==> src/rtl/control_acceso_parqueo.sv <==
// Parking-entrance access controller: PIN-gated barrier with wrong-PIN and
// tailgating alarms. All outputs registered, one-cycle response latency.
module control_acceso_parqueo #(
  parameter logic [15:0]  CLAVE_CORRECTA = 16'h3257,
  parameter int unsigned  MAX_INTENTOS   = 3,
  parameter int unsigned  CNT_W          = 3
) (
  input  logic             clock,
  input  logic             reset,
  input  logic             sensor_llegada_vehiculo,
  input  logic             sensor_ingreso_vehiculo,
  input  logic [15:0]      clave_ingresada,
  input  logic             clave_valida,
  output logic             senal_compuerta,
  output logic             senal_alarma_pin,
  output logic             senal_alarma_bloqueo,
  output logic [CNT_W-1:0] cuenta_intentos
);

  typedef enum logic [2:0] {
    IDLE,
    ESPERA_CLAVE,
    ABIERTA,
    PASO,
    BLOQUEO
  } estado_t;

  localparam logic [CNT_W-1:0] CNT_MAX = '1;

  estado_t          estado_q, estado_d;
  logic [CNT_W-1:0] cuenta_d;
  logic [CNT_W-1:0] cuenta_inc;
  logic             alarma_pin_d;
  logic             clave_ok;

  assign clave_ok   = (clave_ingresada == CLAVE_CORRECTA);
  assign cuenta_inc = (cuenta_intentos == CNT_MAX) ? cuenta_intentos
                                                   : cuenta_intentos + CNT_W'(1);

  // Next-state, counter and PIN-alarm logic
  always_comb begin
    estado_d     = estado_q;
    cuenta_d     = cuenta_intentos;
    alarma_pin_d = senal_alarma_pin;

    unique case (estado_q)
      IDLE: begin
        if (sensor_ingreso_vehiculo)
          estado_d = BLOQUEO;
        else if (sensor_llegada_vehiculo)
          estado_d = ESPERA_CLAVE;
      end

      ESPERA_CLAVE: begin
        // Tailgating wins over a simultaneous strobe, which is discarded
        if (sensor_ingreso_vehiculo) begin
          estado_d = BLOQUEO;
        end else if (clave_valida) begin
          if (clave_ok) begin
            estado_d     = ABIERTA;
            cuenta_d     = '0;
            alarma_pin_d = 1'b0;
          end else begin
            cuenta_d = cuenta_inc;
            if (32'(cuenta_inc) >= MAX_INTENTOS)
              alarma_pin_d = 1'b1;
          end
        end else if (!sensor_llegada_vehiculo) begin
          estado_d = IDLE;
        end
      end

      ABIERTA: begin
        if (sensor_ingreso_vehiculo)
          estado_d = PASO;
      end

      PASO: begin
        if (!sensor_ingreso_vehiculo)
          estado_d = IDLE;
      end

      BLOQUEO: begin
        if (clave_valida) begin
          if (clave_ok) begin
            estado_d     = ABIERTA;
            cuenta_d     = '0;
            alarma_pin_d = 1'b0;
          end else begin
            cuenta_d = cuenta_inc;
            if (32'(cuenta_inc) >= MAX_INTENTOS)
              alarma_pin_d = 1'b1;
          end
        end
      end

      default: estado_d = IDLE;
    endcase
  end

  // State and registered outputs
  always_ff @(posedge clock) begin
    if (reset) begin
      estado_q             <= IDLE;
      cuenta_intentos      <= '0;
      senal_alarma_pin     <= 1'b0;
      senal_compuerta      <= 1'b0;
      senal_alarma_bloqueo <= 1'b0;
    end else begin
      estado_q             <= estado_d;
      cuenta_intentos      <= cuenta_d;
      senal_alarma_pin     <= alarma_pin_d;
      senal_compuerta      <= (estado_d == ABIERTA) || (estado_d == PASO);
      senal_alarma_bloqueo <= (estado_d == BLOQUEO);
    end
  end

endmodule
==> config.mk <==
export PLATFORM = sky130hd
export DESIGN_NAME = control_acceso_parqueo
export DESIGN_NICKNAME = d
export VERILOG_FILES = /design/src/rtl/control_acceso_parqueo.sv
export SDC_FILE = /design/constraint.sdc
export NUM_CORES = 1
export LEC_CHECK = 0
export ABC_AREA = 1
export CORE_MARGIN = 3
export CORE_UTILIZATION = 37
export CTS_BUF_LIST = sky130_fd_sc_hd__clkbuf_4 sky130_fd_sc_hd__clkbuf_8
export DETAILED_ROUTE_END_ITERATION = 10
export HOLD_SLACK_MARGIN = 0.03
export PLACE_DENSITY = 0.76
export SLEW_MARGIN = 30
export SYNTH_ARGS = -nofsm -noshare
export SYNTH_HDL_FRONTEND = slang
export SYNTH_SLANG_ARGS = --single-unit
==> constraint.sdc <==
create_clock -name clock -period 1.2 [get_ports clock]
set_input_delay 0.24 -clock clock [delete_from_list [all_inputs] [get_ports clock]]
set_output_delay 0.24 -clock clock [all_outputs]
set_load 0.1 [all_outputs]
# After elaboration in Yosys (flattened, before gate mapping)
# Cells that the tools add are included.
classes:
  addsub: 1
  n_lt_le_gt_ge: 1
  eq_ne: 10
  mux: 20
  n_reduce_logical: 4
ops:
  columns: ["operator", "count"]
  rows:
  - ["3-bit 2-to-1 mux", 13]
  - ["16-bit by 14-bit == test with 1-bit output, second input constant", 1]
  - ["3-bit one-hot mux with 5 select lines", 1]
  - ["3-bit by 2-bit == test with 1-bit output, second input constant", 4]
  - ["3-bit == test, second input constant", 3]
  - ["3-bit one-hot mux with 2 select lines", 1]
  - ["1-bit 2-to-1 mux", 4]
  - ["3-bit by 1-bit adder with 3-bit output, second input constant", 1]
  - ["3-bit by 1-bit == test with 1-bit output, second input constant", 1]
  - ["3-bit by 2-bit greater-or-equal comparator with 1-bit output, second input constant", 1]
  - ["3-bit logical NOT", 1]
  - ["2-bit inequality test, second input constant", 1]
  - ["1-bit one-hot mux with 2 select lines", 1]
  - ["2-bit AND reduction", 1]
  - ["2-bit nonzero test", 1]
  - ["1-bit logical OR", 1]
totals:
  reg_bits: 9
  inputBits: 21
  output_inout_bits: 6
  word_cells: 41

# Logic depth before layout (Yosys ltp)
# Gate-level depths: netlist of run 1.
logic_depth:
  word_depth: 8
  depth_mapped: 9
  depth_no_buf: 9

# Worst setup path before layout of run 1
# Ideal clock, no wire load.
synth_path:
  path_type: "reg2reg"
  startpoint: "register cuenta_intentos[0]"
  endpoint: "register senal_alarma_pin"
  setup_time_ns: 0.118
  t_arrival_ns: 1.924
  required_time_ns: 1.082
  path_slack_ns: -0.842
  stages_incl_launch_ff: 7
  n_path_buf: 0
  synth_period_minus_slack_ns: 2.042
  path_cell_list: "dfxtp_1 ha_1 nand2_1 o21ai_0 o21ai_0 a21oi_1 nor2_1"
synth_via:
  elab_chain_cells: 8
  word_cells_on_any_way: 9
  cone_classes: "add/sub (1); order compare (1); eq/ne (1); mux (6)"
synth_lines:
  columns: ["item", "line", "text"]
  rows:
  - ["from (decl)", "17", "output logic [CNT_W-1:0] cuenta_intentos"]
  - ["from (signal assigned)", "111", "cuenta_intentos <= cuenta_d;"]
  - ["3-bit by 1-bit adder with 3-bit output or 3-bit == test (tied branches)", "38, 37", null]
  - ["3-bit 2-to-1 mux (*)", "37", "assign cuenta_inc = (cuenta_intentos == CNT_MAX) ? cuenta_intentos"]
  - ["3-bit by 2-bit greater-or-equal comparator with 1-bit output (*)", "65, 91", null]
  - ["1-bit 2-to-1 mux (*) (3 in a row)", null, null]
  - ["1-bit 2-to-1 mux", null, null]
  - ["1-bit one-hot mux with 2 select lines (*)", null, null]
  - ["to (signal assigned)", "112", "senal_alarma_pin <= alarma_pin_d;"]
  - ["to (decl)", "15", "output logic senal_alarma_pin,"]
# Every way passes the cells marked *; elsewhere a longest branch is shown, timed or not. The select of a mux whose other input is x is not followed.
# A chain may end at the register's enable or synchronous reset.

# Worst setup path in the final report of run 1
layout_path:
  startpoint: "register estado_q[2]"
  endpoint: "register cuenta_intentos[2]"
layout_via:
  elab_chain_cells: 3
  word_cells_on_any_way: 6
  cone_classes: "eq/ne (3); mux (1); reduce/logical (2)"
layout_lines:
  columns: ["item", "line", "text"]
  rows:
  - ["from (decl)", "30", "estado_t estado_q, estado_d;"]
  - ["from (signal assigned)", "110", "estado_q <= estado_d;"]
  - ["3-bit by 1-bit == test with 1-bit output or 3-bit == test (tied branches)", "46", "unique case (estado_q)"]
  - ["2-bit inequality test (no line) or 2-bit nonzero test (tied branches)", null, null]
  - ["2-bit AND reduction (no line)", null, null]
# Several ways; a longest one is shown, not always the timed one.

==> results of run 1 <==
-- per-layer routing --
metal | vias up | wire, um
li1 | 386 | -
met1 | 299 | 694
met2 | 17 | 790
met3 | 0 | 80
met4 | 0 | 0
met5 | - | 0
-- cell type report --
class                   instances  area, sq um  area share (%)
clock buffers                   4        30.03           2.765
inverters                      16        60.06           5.530
multi-input cells              74        381.6           35.14
flip-flops and latches          9        195.2           17.97
well taps                      15        18.77           1.728
repair buffers                 35        400.4           36.87
-- path summary, 6_finish.rpt --
path / start / end
worst max register to register: estado_q[2] / cuenta_intentos[2]
worst max-delay path: estado_q[2] / cuenta_intentos[2]
worst min register to register: senal_alarma_pin / senal_alarma_pin
worst min-delay path: clave_ingresada[12] / cuenta_intentos[0]
-- placed cells by master, fill, tap and decap left out, drive strengths merged --
cell	Yosys	final
o21ai	4	4
clkbuf	0	4
nand2	30	30
inv	16	16
nor2	23	23
buf	0	15
nor3	1	1
dfxtp	9	9
ha	1	1
nand4	2	2
a21oi	7	7
o211ai	1	1
clkdlybuf4s50	0	15
nand3	5	5
dlymetal6s2s	0	5
-- critical path, delay by kind of cell, from the launching register on --
kind             cells  cell delay, ns
flip-flops           1            0.34
AND/OR/NAND/NOR      8            0.75
-- sequential cells by signal (all words and copies together) (netlist names) --
signal                count
estado_q                  3
senal_compuerta           1
cuenta_intentos           3
senal_alarma_bloqueo      1
senal_alarma_pin          1
-- power groups by stage --
stage / Combinational, uW / Sequential (uW) / Clock [uW]
after floorplan: 93.7 / 408 / 0
after global placement: 318 / 340 / 0
after detailed placement: 323 / 340 / 0
after CTS: 323 / 334 / 260
after global routing: 349 / 336 / 278
final: 323 / 335 / 252
-- cell families (layout without fill, tap and decap cells) --
logic type                 Yosys count  count (layout)  share of synthesized area [%]
and+or+nand+nor                     61              61                          46.04
buffers and inverters               16              55                          10.28
AOI/OAI and AO/OA                   12              12                          10.71
DFF                                  9               9                          30.83
adders and majority gates            1               1                          2.141
-- through the flow --
stage | total power, uW | setup slack [ns] | cell area (sq um)
6_report | 910.5 | 0.01049 | 1086
4_1_cts | 917.2 | -0.03107 | 1059
2_1_floorplan | 501.6 | -0.1217 | 619.3
3_3_place_gp | 657.9 | -0.2404 | 1026
5_1_grt | 962.7 | -0.1106 | 1086
3_5_place_dp | 663.2 | -0.2626 | 1026
-- timing repair --
item,4_1_cts,5_1_grt
setup buffers,0,0
resized for setup,2,13
setup endpoints to repair,4,9
pin swaps,3,6
endpoints found under the hold margin,0,0
==> results.py, run 1 <==
metrics = {
    "status": {
        "outcome": "finished, final reports clean",
    },
    "critical_path": {
        "required_ns": 1.35,
        "max_stage_delay_ns": 0.34,
        "critPathArrivalTime_ns": 1.34,
        "cp-start-kind": "flip-flop",
        "path_max_fanout": 7,
        "worstPathCellList": "nor2_4 -> nand2_2 -> nand2_2 -> nand2_2 -> nor2_4 -> nand2_1 -> nand2_2 -> nor2_1",
        "reg2reg_slack_ns": 0.01,
        "cp_slowest_cell": "dfxtp_2",
        "worstSetupPathType": "reg -> reg",
        "r2r_cells": 8,
        "endpoint_kind": "flip-flop",
        "cpMostUsedCell": "nand2_2",
    },
    "clocking": {
        "root_buffer": "clkbuf_4",
        "cts_buffer_depth": 2,
        "cts-buffers-inserted": 3,
        "path_clk_slew_ns": 0.06,
        "tritoncts": "built",
        "htreeDepth": 1,
        "clk-insertion-delay-late_ns": 0.25,
        "ctsHoldBuffers": 0,
        "cts.sinks": 9,
    },
    "global_route": {
        "grt_pass1_wl_mm": 2.428,
        "grt_use_total_pct": 15.78,
        "antenna_found_initial": 0,
        "first_global_vias": 614,
        "grt_max_degree": 8,
        "met2_usage_pct": 26.46,
        "overflow": 0,
        "grt_util_met3_pct": 6.719,
        "globalRouteMet1Util_pct": 19.81,
        "grt.busiest_layer": "met2",
    },
    "drt": {
        "dr.first_iter.drc_count": 9,
        "vias": 702,
        "ant_nets": 0,
        "drc": 0,
        "wl_per_cell_um": 10.22,
        "drt_wl_total_mm": 1.564,
        "first_pass_iters": 4,
        "vias_per_cell": 4.588,
    },
    "power": {
        "power.density_nw_per_um2": 838.3,
        "pwr-share-seq_pct": 36.8,
        "p_clk_share_pct": 27.7,
        "peakVddDrop_v": 0.0006850,
        "p_leak_uw": 0.0005323,
        "power_switching_share_pct": 32.18,
        "switching_power_uw": 293.0,
        "p_comb_share_pct": 35.5,
        "p_int_uw": 617.4,
    },
    "timing": {
        "fmax_ghz": 0.8407,
        "fin_setup_tns_ns": 0,
        "clock-skew-final_ns": 0.0001962,
        "slew_violations": 0,
        "finalHoldViolCount": 0,
        "period_minus_slack_ns": 1.190,
        "fin_hold_ws_ns": 0.5149,
        "rsz0062_at_grt": "true",
        "final.period_utilization_pct": 99.13,
        "tightest_slew_ns": 0.3542,
        "relSlewSlack_pct": 76.14,
        "finalSetupViolations": 0,
    },
    "worst_hold_path": {
        "hold_path.class": "in -> reg",
        "min_path_cells": 6,
    },
    "logic_synthesis": {
        "yosysSeqAreaShare_pct": 30.84,
        "yosys-top-cells-count": "26 x nand2_1, 20 x nor2_1, 16 x inv_1, 9 x dfxtp_1, 7 x a21oi_1",
        "synth_fp_nets": 121,
        "synth_cells": 99,
        "synth-edff-count": 0,
        "mappedNetlistArea_sq_um": 584.3,
        "yosysTopAreaCellShare_pct": 30.84,
        "synth.area.top_cells": "dfxtp_1 31%, nand2_1 17%, nor2_1 13%",
        "yosys_warnings": 0,
        "synth_seq_cells": 9,
        "async_flop_share_pct": 0,
        "synth_ff_type": "dfxtp_1",
        "yosys.area.top_type": "dfxtp_1",
        "avgSynthCellArea_sq_um": 5.902,
        "synth.most_common_cell": "nand2_1",
        "ys_types": 14,
    },
    "placement": {
        "place_congestion": 0.8105,
        "placed_cells": 149,
        "port_buffers": 26,
        "hpwl_mm": 1.319,
    },
    "cells_and_area": {
        "fin_nets": 161,
        "diodes": 0,
        "fillers": 94,
        "area_delta_synth_final_pct": 85.87,
        "stdcell_count": 153,
        "drive_above_1_share_pct": 30.43,
        "post-route-util_pct": 78.55,
    },
    "die": {
        "die_area_sq_um": 2092,
        "chipWidth_um": 45.74,
        "die_y_um": 45.74,
        "num_io_pins": 27,
        "core_area_sq_um": 1383,
        "num_rows": 13,
        "initial_core_util_pct": 42.26,
    },
    "flow_run": {
        "cap_viol_max_count": 0,
    },
}
Note: power is estimated with default switching activity, not from simulation.
==> run 2: changes to the inputs <==
CORE_MARGIN = 1   (was 3)
CORE_UTILIZATION = 41   (was 37)
PLACE_DENSITY = 0.8   (was 0.76)
clock period = 1.1 ns   (was 1.2 ns; I/O delays follow)
==> run 2 against run 1 <==
  * The run now ends with negative setup slack left
  * Clock skew grew 0.0013 ns
  * Final cell count is 4.6% higher
  * Highest routed layer is now met4
  * Worst hold slack gained 0.0043 ns
  * Combinational power is 24% higher
  * Sequential share of layout area rose by 0.14 points
  * Count of clock-buffer cells in the layout unchanged
  * Cell area is 5.0% higher
  * Flip-flop and latch count unchanged
==> results.py, run 2 (synthesis results as in run 1) <==
metrics = {
    "timing": {
        "rsz0062_at_grt": "true",
        "tightest_slew_ns": 0.3932,
        "clock-skew-final_ns": 0.001491,
        "finalSetupViolations": 11,
        "fin_hold_ws_ns": 0.5192,
        "final.period_utilization_pct": 111.3,
        "slew_violations": 0,
        "finalHoldViolCount": 0,
        "period_minus_slack_ns": 1.224,
        "fin_setup_tns_ns": -0.8774,
        "fin_ws_ns": -0.1238,
        "fmax_ghz": 0.8172,
        "relSlewSlack_pct": 73.51,
    },
    "drt": {
        "drt_wl_total_mm": 2.009,
        "wl_per_cell_um": 12.56,
        "dr.first_iter.drc_count": 26,
        "first_pass_iters": 4,
        "ant_nets": 0,
        "vias": 798,
        "vias_per_cell": 4.988,
        "drc": 0,
    },
    "die": {
        "die_area_sq_um": 1580,
        "die_y_um": 39.75,
        "num_rows": 13,
        "chipWidth_um": 39.75,
        "num_io_pins": 27,
        "core_area_sq_um": 1318,
        "initial_core_util_pct": 44.35,
    },
    "cells_and_area": {
        "area_delta_synth_final_pct": 95.07,
        "fin_area_sq_um": 1140,
        "top_regs": "cuenta_intentos (3), estado_q (3)",
        "final_cell_mix": "23 x nand2_1, 18 x nor2_1, 15 x inv_1",
        "multi_input_area_sq_um": 391.6,
        "seqCellArea_sq_um": 206.4,
        "stdcell_count": 160,
        "diodes": 0,
        "final_common_cell": "nand2_1",
        "fillers": 75,
        "fin_nets": 168,
        "drive_above_1_share_pct": 35.17,
    },
    "worst_hold_path": {
        "hold_path.class": "reg -> reg",
        "min-delay-start": "senal_alarma_pin",
        "min_path_cells": 2,
    },
    "critical_path": {
        "required_ns": 1.26,
        "reg2reg_from": "estado_q[1]",
        "worstSetupPathType": "reg -> reg",
        "path_max_fanout": 7,
        "crit_start": "estado_q[1]",
        "endpoint_kind": "flip-flop",
        "critPathArrivalTime_ns": 1.38,
        "cp-start-kind": "flip-flop",
        "r2r_cells": 8,
    },
    "power": {
        "p_leak_uw": 0.0005452,
        "power_switching_share_pct": 34.44,
        "power.density_nw_per_um2": 923.1,
        "peakVddDrop_v": 0.0008195,
        "p_int_uw": 689.8,
        "switching_power_uw": 362.4,
        "p_comb_share_pct": 37.9,
        "p_clk_share_pct": 28.1,
        "pwr-share-seq_pct": 33.9,
    },
    "status": {
        "outcome": "complete, but fails checks",
        "violations": "negative setup slack",
    },
    "global_route": {
        "grt_use_total_pct": 28.91,
        "grt_pass1_wl_mm": 2.960,
        "first_global_vias": 716,
        "overflow": 0,
        "antenna_found_initial": 0,
        "grt_max_degree": 8,
    },
    "placement": {
        "port_buffers": 26,
        "dpl_cell_area_sq_um": 1045,
        "placed_cells": 151,
        "place_congestion": 0.7730,
        "dpl_worst_slack_ns": -0.3722,
        "hpwl_mm": 1.387,
    },
    "flow_run": {
        "cap_viol_max_count": 0,
    },
    "clocking": {
        "root_buffer": "clkbuf_4",
        "cts_buffer_depth": 2,
        "htreeDepth": 1,
        "tritoncts": "built",
        "cts.sinks": 9,
        "cts-buffers-inserted": 3,
        "path_clk_slew_ns": 0.07,
        "clk-insertion-delay-late_ns": 0.27,
    },
}
## run 2: changes by cell type in the layout (fill, tap and decap cells not counted), sizes merged
cell,change
dlygate4sd2,+12
dlymetal6s2s,-5
buf,+7
clkdlybuf4s50,-7
## run 2: worst max-delay path, stage by stage (launching register included)
cell and delay [ns]:
dfxtp_4 0.37, nor2_4 0.13, nand2_2 0.07, nand2_2 0.09, nand2_2 0.06, nor2_4 0.18, nand2_2 0.09, nand2_4 0.08
nor2_1 0.05
## run 2: worst paths after layout
check	to	slack, ns
setup / recovery	cuenta_intentos[1]	-0.12
hold / removal	senal_alarma_pin	0.52
setup reg to reg	cuenta_intentos[1]	-0.12
hold reg to reg	senal_alarma_pin	0.52
## run 2: stage by stage
| stage | power, uW | utilization (%) |
|---|---|---|
| 2_1_floorplan | 548.6 | - |
| 3_3_place_gp | 732.8 | 79.30 |
| 3_5_place_dp | 742.1 | 79.30 |
| 4_1_cts | 1035 | 84.71 |
| 5_1_grt | 1098 | 86.51 |
| 6_report | 1052 | 86.51 |
## run 2: layout make-up
type	count	area share [%]
tap	15	1.647
timing repair buffer	42	37.98
multi-input combinational	74	34.36
clock buffer	4	2.634
inverter	16	5.269
sequential	9	18.11
## run 2: power groups by stage
stage	registers [uW]	logic, uW	clock network (uW)
global route	358	426	313
global placement	365	368	0
floorplan	446	102	0
finish	357	399	296
CTS	359	383	293
detailed placement	366	376	0
## run 2: layer usage
metal / track usage (%) / vias up / part of all wire (%)
li1: - / 400 / -
met1: 31.19 / 369 / 42
met2: 50.00 / 23 / 51
met3: 10.80 / 6 / 5.6
met4: 11.21 / 0 / 1.8
met5: 0 / - / 0
## run 2: timing repair
action                                  CTS  global route
pin swaps                                15             4
hold buffers                              0             0
gates resized for setup                  23             5
endpoints found under the setup margin   11            11
setup buffers                             4             1
==> run 3: changes to the inputs <==
clock period = 1.2 ns   (was 1.1 ns; I/O delays follow)
==> run 3 against run 2 <==
  * The run still ends with negative setup slack left
  * Flip-flop and latch count unchanged
  * Clock power down 6.8%
  * Global-route usage down 0.91 points
  * Worst hold slack worse by 0.033 ns
  * Critical path depth unchanged
  * First-iteration DRC count up 120%
  * Utilization up 3.9 points
  * Via count up 7.1%
==> results.py, run 3 (synthesis results as in run 1) <==
metrics = {
    "power": {
        "p_leak_uw": 0.0006574,
        "peakVddDrop_v": 0.0007515,
        "p_comb_share_pct": 38.2,
        "switching_power_uw": 352.8,
        "pwr-share-seq_pct": 33.8,
        "p_int_uw": 630.2,
        "p_clk_share_pct": 28.0,
        "power_switching_share_pct": 35.89,
        "power.density_nw_per_um2": 825.2,
    },
    "critical_path": {
        "endpoint_kind": "flip-flop",
        "r2r_end": "cuenta_intentos[1]",
        "endpoint": "cuenta_intentos[2]",
        "cp-start-kind": "primary input",
        "reg2reg_slack_ns": -0.06,
        "max_stage_delay_ns": 0.52,
        "r2r_cells": 8,
        "cpMostUsedCell": "nor2_1",
        "reg2reg_from": "estado_q[1]",
        "path_max_fanout": 4,
        "cp_num_buf_inv": 2,
        "critPathArrivalTime_ns": 1.45,
        "worstPathCellList": "clkdlybuf4s50_1 -> inv_1 -> nor2_1 -> nand3_1 -> nor2_1 -> nand2_2 -> nand2_4 -> nor2_1",
        "critical_path_depth": 8,
        "cp_slowest_cell": "clkdlybuf4s50_1",
        "required_ns": 1.38,
        "worstSetupPathType": "in -> reg",
        "crit_start": "clave_ingresada[0]",
        "path_delay_family": "simple AND/OR/NAND/NOR gates",
    },
    "die": {
        "core_area_sq_um": 1318,
        "chipWidth_um": 39.75,
        "die_area_sq_um": 1580,
        "die_y_um": 39.75,
        "initial_core_util_pct": 44.35,
        "num_io_pins": 27,
        "num_rows": 13,
    },
    "clocking": {
        "root_buffer": "clkbuf_4",
        "tritoncts": "built",
        "ctsHoldBuffers": 0,
        "path_clk_slew_ns": 0.06,
        "clk-insertion-delay-late_ns": 0.28,
        "htreeDepth": 1,
        "cts.sinks": 9,
        "cts_buffer_depth": 2,
        "cts-buffers-inserted": 3,
    },
    "global_route": {
        "grt.busiest_layer": "met2",
        "antenna_found_initial": 0,
        "grt_use_total_pct": 28.00,
        "overflow": 0,
        "grt_util_met3_pct": 11.36,
        "globalRouteMet1Util_pct": 29.59,
        "grt_pass1_wl_mm": 2.904,
        "met2_usage_pct": 48.36,
        "grt_max_degree": 8,
        "first_global_vias": 736,
    },
    "timing": {
        "clock-skew-final_ns": 0.003920,
        "rsz0062_at_grt": "true",
        "fin_ws_ns": -0.07832,
        "period_minus_slack_ns": 1.278,
        "relSlewSlack_pct": 73.63,
        "fmax_ghz": 0.7823,
        "finalSetupViolations": 6,
        "tightest_slew_ns": 0.3914,
        "final.period_utilization_pct": 106.5,
        "slew_violations": 0,
        "fin_setup_tns_ns": -0.3669,
        "finalHoldViolCount": 0,
    },
    "cells_and_area": {
        "diodes": 0,
        "final_common_cell": "nand2_1",
        "post-route-util_pct": 90.41,
        "top_regs": "cuenta_intentos (3), estado_q (3)",
        "fin_area_sq_um": 1191,
        "area_delta_synth_final_pct": 103.9,
        "fin_nets": 166,
        "final_cell_mix": "23 x nand2_1, 17 x nor2_1, 15 x dlymetal6s2s_1",
        "drive_above_1_share_pct": 36.36,
        "fillers": 58,
    },
    "placement": {
        "dpl_cell_area_sq_um": 1003,
        "dpl_worst_slack_ns": -0.3082,
        "place_congestion": 0.7406,
        "hpwl_mm": 1.280,
        "port_buffers": 26,
    },
    "drt": {
        "drt_wl_total_mm": 2.661,
        "wl_per_cell_um": 16.84,
        "ant_nets": 0,
        "vias": 855,
        "drc": 0,
        "vias_per_cell": 5.411,
        "dr.first_iter.drc_count": 58,
        "first_pass_iters": 4,
    },
    "worst_hold_path": {
        "min_path_cells": 7,
        "hold_path.class": "in -> reg",
    },
    "flow_run": {
        "cap_viol_max_count": 0,
    },
    "status": {
        "violations": "negative setup slack",
        "outcome": "complete, but fails checks",
    },
}
## run 3: repair_timing
item | in CTS | in global routing
setup endpoints to repair | 7 | 9
buffers inserted | 5 | 3
pin swaps | 7 | 22
gates cloned | 0 | 0
resized for setup | 8 | 30
## run 3: worst min-delay path by stage
stage,startpoint,endpoint,slack (ns)
floorplan,reset,estado_q[1],0.31
global placement,senal_alarma_pin,senal_alarma_pin,0.52
detailed placement,senal_alarma_pin,senal_alarma_pin,0.53
CTS,senal_alarma_pin,senal_alarma_pin,0.54
global route,clave_valida,cuenta_intentos[0],0.49
finish,clave_valida,cuenta_intentos[0],0.49
## run 3: power by group through the flow
stage                     Sequential [uW]  Clock, uW  Combinational (uW)
final                                 332        276                 375
after floorplan                       408          0                93.7
after global routing                  334        292                 392
after detailed placement              341          0                 315
after CTS                             332        272                 331
after global placement                341          0                 309
## run 3: layout make-up
| class | count | area, sq um | share of cell area, % |
|---|---|---|---|
| inverter | 16 | 60.06 | 5.042 |
| tap | 15 | 18.77 | 1.576 |
| timing repair buffer | 40 | 466.7 | 39.18 |
| sequential | 9 | 202.7 | 17.02 |
| clock buffer | 4 | 30.03 | 2.521 |
| multi-input combinational | 74 | 412.9 | 34.66 |
## run 3: per-stage QoR
step | power [uW] | hold slack [ns] | cells
floorplan | 501.6 | 0.3091 | 99
detailed placement | 656.6 | 0.5282 | 146
global placement | 649.4 | 0.5205 | 146
global route | 1018 | 0.4917 | 158
CTS | 935.0 | 0.5405 | 155
finish | 983.0 | 0.4864 | 158
## run 3: worst min-delay path: cells and delay by family
kind	cells	cell delay, ns
buf+inv	2	0.24
simple gates	5	0.25
## run 3: routing by layer
layer / vias up / share of wire (%)
li1: 398 / -
met3: 20 / 7.7
met5: - / 0
met4: 0 / 4.6
met1: 381 / 39
met2: 56 / 48
